==> src/rtl/jtpang_pkg.sv <==
// Shared definitions for the jtpang sound-ROM plumbing.
//   pcm_state_t : PCM slot request FSM (idle / request posted / awaiting data)
//   PCM_OFFSET  : SDRAM word offset of the PCM sample region, used by the game top
package jtpang_pkg;

  typedef enum logic [1:0] {
    ST_IDLE = 2'd0,
    ST_REQ  = 2'd1,
    ST_WAIT = 2'd2
  } pcm_state_t;

  localparam logic [21:0] PCM_OFFSET = 22'h10000;

endpackage

==> src/rtl/jtpang_pcm_slot.sv <==
// PCM sample ROM slot: byte-wide requester port in front of one SDRAM bank,
// with a one-word cache so both bytes of a word are served from one read.
//   clk, rst_n        : clock, async active-low reset
//   downloading       : ROM download in progress; flushes cache, blocks reads
//   cs, addr          : byte request from the sound block
//   dout, ok          : selected byte and its valid flag (combinational on hit)
//   sdram_addr/rd     : word read request towards the SDRAM controller
//   sdram_ack/rdy     : request accepted / data valid pulses
//   data_read         : 16-bit SDRAM read data
module jtpang_pcm_slot
  import jtpang_pkg::*;
#(
  parameter int          AW     = 18,
  parameter logic [21:0] OFFSET = 22'h0
) (
  input  logic          clk,
  input  logic          rst_n,
  input  logic          downloading,
  input  logic          cs,
  input  logic [AW-1:0] addr,
  output logic [7:0]    dout,
  output logic          ok,
  output logic [21:0]   sdram_addr,
  output logic          sdram_rd,
  input  logic          sdram_ack,
  input  logic          sdram_rdy,
  input  logic [15:0]   data_read
);

  pcm_state_t    state;
  logic          valid;
  logic          abort;
  logic [AW-2:0] tag;
  logic [AW-2:0] req_tag;
  logic [15:0]   word;
  logic          hit;

  assign hit  = cs & valid & ~downloading & (addr[AW-1:1] == tag);
  assign ok   = hit;
  assign dout = addr[0] ? word[15:8] : word[7:0];

  always_ff @(posedge clk or negedge rst_n) begin
    if (!rst_n) begin
      state      <= ST_IDLE;
      valid      <= 1'b0;
      abort      <= 1'b0;
      tag        <= '0;
      req_tag    <= '0;
      word       <= '0;
      sdram_rd   <= 1'b0;
      sdram_addr <= '0;
    end else begin
      case (state)
        ST_IDLE: begin
          abort <= 1'b0;
          if (cs && !hit && !downloading) begin
            req_tag    <= addr[AW-1:1];
            sdram_addr <= OFFSET + 22'(addr[AW-1:1]);  // wraps modulo 2^22
            sdram_rd   <= 1'b1;
            state      <= ST_REQ;
          end
        end
        ST_REQ: begin
          if (downloading) abort <= 1'b1;
          if (sdram_ack) begin
            sdram_rd <= 1'b0;
            // ack and rdy together: treat as ack immediately followed by rdy
            if (sdram_rdy) begin
              word  <= data_read;
              tag   <= req_tag;
              valid <= ~abort;
              state <= ST_IDLE;
            end else begin
              state <= ST_WAIT;
            end
          end
        end
        ST_WAIT: begin
          if (downloading) abort <= 1'b1;
          if (sdram_rdy) begin
            word  <= data_read;
            tag   <= req_tag;
            valid <= ~abort;
            state <= ST_IDLE;
          end
        end
        default: state <= ST_IDLE;
      endcase
      // Overrides any fill above, so data landing in the same cycle that a
      // download starts is discarded as well.
      if (downloading) valid <= 1'b0;
    end
  end

endmodule

==> config.mk <==
export PLATFORM = sky130hd
export DESIGN_NAME = jtpang_pcm_slot
export DESIGN_NICKNAME = d
export VERILOG_FILES = /design/src/rtl/jtpang_pkg.sv /design/src/rtl/jtpang_pcm_slot.sv
export SDC_FILE = /design/constraint.sdc
export NUM_CORES = 1
export LEC_CHECK = 0
export ABC_AREA = 1
export CAP_MARGIN = 20
export CORE_UTILIZATION = 44
export DETAILED_ROUTE_END_ITERATION = 10
export PLACE_DENSITY = 0.76
export SLEW_MARGIN = 20
export SYNTH_ARGS = -nofsm -noshare
export SYNTH_HDL_FRONTEND = slang
export SYNTH_SLANG_ARGS = --single-unit
==> constraint.sdc <==
create_clock -name clk -period 1.7 [get_ports clk]
set_input_delay 0.34 -clock clk [delete_from_list [all_inputs] [get_ports clk]]
set_output_delay 0.34 -clock clk [all_outputs]
set_load 0.005 [all_outputs]
==> results.cfg <==
[yosys]
synth-edff-count = 0
synth_area_leaders = dfrtp_1 50%, nand2_1 11%, inv_1 6.6%, nor2_1 4.9%, a21oi_1 3.6%
synth_warnings = 0
synth_cell_types = 27
async_flop_share_pct = 100.0
ys_seq_area_share_pct = 50.18
synth_top_area_share_pct = 50.18
synth_area_mm2 = 0.002743
ys.flop_type = dfrtp_1
syn-instance-count = 330
avgSynthCellArea_um2 = 8.311
yosysTopAreaCell = dfrtp_1
synth-seq-cells = 55

[setup_path]
cp_max_fo = 2
start_kind = flip-flop
rr_startpoint = tag[15]$_DFFE_PN0P_
cp-end-kind = primary output
startpoint = tag[3]$_DFFE_PN0P_
critPathKind = reg2out
cp_data_required_time_ns = 1.36
crit_arrival_ns = 1.55

[finish]
drive_above_1_share_pct = 30.40
syn_to_final_growth_pct = 54.11
layout.cells.non_filler = 529
fillers = 477
multi_input_area_mm2 = 0.001257
most-common-layout-cells = 72 x nand2_1, 55 x dfrtp_1, 49 x buf_4
finalNetCount = 497
final_common_cell = nand2_1
register_area_mm2 = 0.001376
diodes = 0

[floorplanning]
die_y_um = 80.95
fp.dieArea_mm2 = 0.006553
core-area_mm2 = 0.005956
num_io_pins = 72
die_w_um = 80.95
row_count = 28
initial_core_util_pct = 46.05

[pwr]
p_sw_share_pct = 37.02
power_switching_mw = 2.474
power.density_mw_per_mm2 = 1581
p_comb_share_pct = 53.0
p_leak_nw = 2.187
p_int_mw = 4.209
vdd_ir_drop_max_mv = 1.018
power_frac_clock_pct = 11.0
p_seq_share_pct = 36.0

[sta]
setup_violations = 1
finalCriticalPeriod_ns = 1.892
post-route-period-util_pct = 111.3
fmax_mhz = 528.5
finalHoldViolations = 0
layout_setup_ws_ns = -0.1923
rsz0062_at_grt = true
whs_ns = 0.01192
drv_slew = 0
fin_skew_ns = 0.009055

[status]
violations = setup timing
outcome = complete, but fails checks

[cts]
root_buffer = clkbuf_8
clock_latency_ns = 0.31
cts_buffers = 5
cts_tree = done
clkTransAtPathRegs_ns = 0.09
cts_hold_buf = 0
clockBufferDepth = 2
cts_sinks = 55
cts.htree.levels = 2

[placement]
finalWeightedCongestion = 0.8355
placedCellCount = 501
port-buffer-count = 66
dp_hpwl_um = 4771

[route]
drt_iter0_markers = 144
vias = 2574
wl_um = 7397
wl_per_cell_um = 13.98
ant_nets = 0
vias_per_cell = 4.866
route.detailed.drc = 0
firstDrtPassIters = 4

[global_route]
grt_overflow_total = 0
grt_pass1_vias = 2560
grt_max_degree = 56
antenna_found_initial = 0
grt_pass1_wl_um = 11500
grt_usage_pct = 23.18

[run]
cap_violations = 0

[min_path]
hold_path.class = in2async
flip-flops by register name (all words and copies together), names as in the netlist:
| signal | flops |
|---|---|
| abort | 1 |
| req_tag | 17 |
| sdram_rd | 1 |
| state | 2 |
| tag | 17 |
| valid | 1 |
| word | 16 |
worst max-delay path, stage by stage, from the launching register on:
cell	delay, ns
dfrtp_1	0.43
xnor2_2	0.21
nand3_1	0.13
nor3_2	0.14
nand3_1	0.11
nor2_2	0.11
buf_2	0.12
repair_timing:
action                     CTS  global route
resized for setup           49            55
setup endpoints to repair   53            53
pin swaps                   25            18
buffers inserted            14             5
gates cloned                 2             3
final cells by class:
type / count / share of cell area [%]
flip-flops and latches: 55 / 32.56
multi-input cells: 214 / 29.75
repair buffers: 129 / 28.98
inverters: 49 / 4.411
well taps: 75 / 2.220
clock buffers: 6 / 1.954
clock inverters: 1 / 0.1184
cells in the mapped netlist, types with 2 or more instances:
cell type,n
buf_4,9
xnor2_1,2
a21oi_1,20
nor3_1,2
or2_1,3
mux2_2,8
nand2_1,84
dfrtp_1,55
nand4_1,5
o21ai_0,19
inv_1,48
ha_1,3
o21ai_2,11
buf_2,2
buf_6,4
nor2_1,36
nand3_1,9
path summary, 6_finish.rpt:
path	endpoint	slack (ns)	depth (start not counted)
max	ok	-0.19	6
min	word[13]$_DFFE_PN0P_	0.01	2
max reg2reg	req_tag[1]$_DFFE_PN0P_	0.01	15
min reg2reg	tag[12]$_DFFE_PN0P_	0.50	2
max in group asynchronous	valid$_DFFE_PN0P_	1.44	2
min in group clk	req_tag[13]$_DFFE_PN0P_	0.45	3
metrics by stage:
step	instance area (µm²)	setup TNS [ns]	power [mW]	setup WS, ns	util, %
finish	4227	-0.1923	6.683	-0.1923	70.97
global route	4227	-0.9608	7.173	-0.2458	70.97
CTS	4056	-0.1321	6.214	-0.1321	68.11
detailed placement	3755	-13.22	5.272	-0.7101	63.05
global placement	3755	-11.94	5.130	-0.6650	63.05
floorplan	2779	0	3.903	0.004064	-
layer usage:
layer | up-vias | GRT usage, % | share of wire, %
met1 | 1198 | 29.40 | 42
met4 | 0 | 9.643 | 3.0
met2 | 89 | 38.49 | 49
met5 | - | 0 | 0
met3 | 22 | 4.607 | 5.1
li1 | 1265 | - | -
power groups by stage:
| stage | combinational, mW | clock [mW] | sequential, mW |
|---|---|---|---|
| after detailed placement | 2.92 | 0 | 2.35 |
| final | 3.54 | 0.735 | 2.41 |
| after CTS | 3.12 | 0.753 | 2.34 |
| after global routing | 3.90 | 0.797 | 2.48 |
| after global placement | 2.81 | 0 | 2.32 |
| after floorplan | 1.61 | 0 | 2.29 |
logic make-up after synthesis:
| family | synth area share (%) |
|---|---|
| xor gates and xnor gates | 0.6388 |
| adders and majority gates | 1.369 |
| and+or+nand+nor | 21.49 |
| buffers and inverters | 11.31 |
| other | 0.1367 |
| AOI/OAI and AO/OA | 11.59 |
| muxes | 3.285 |
| DFF | 50.18 |
Power figures use the tool's default switching activity.
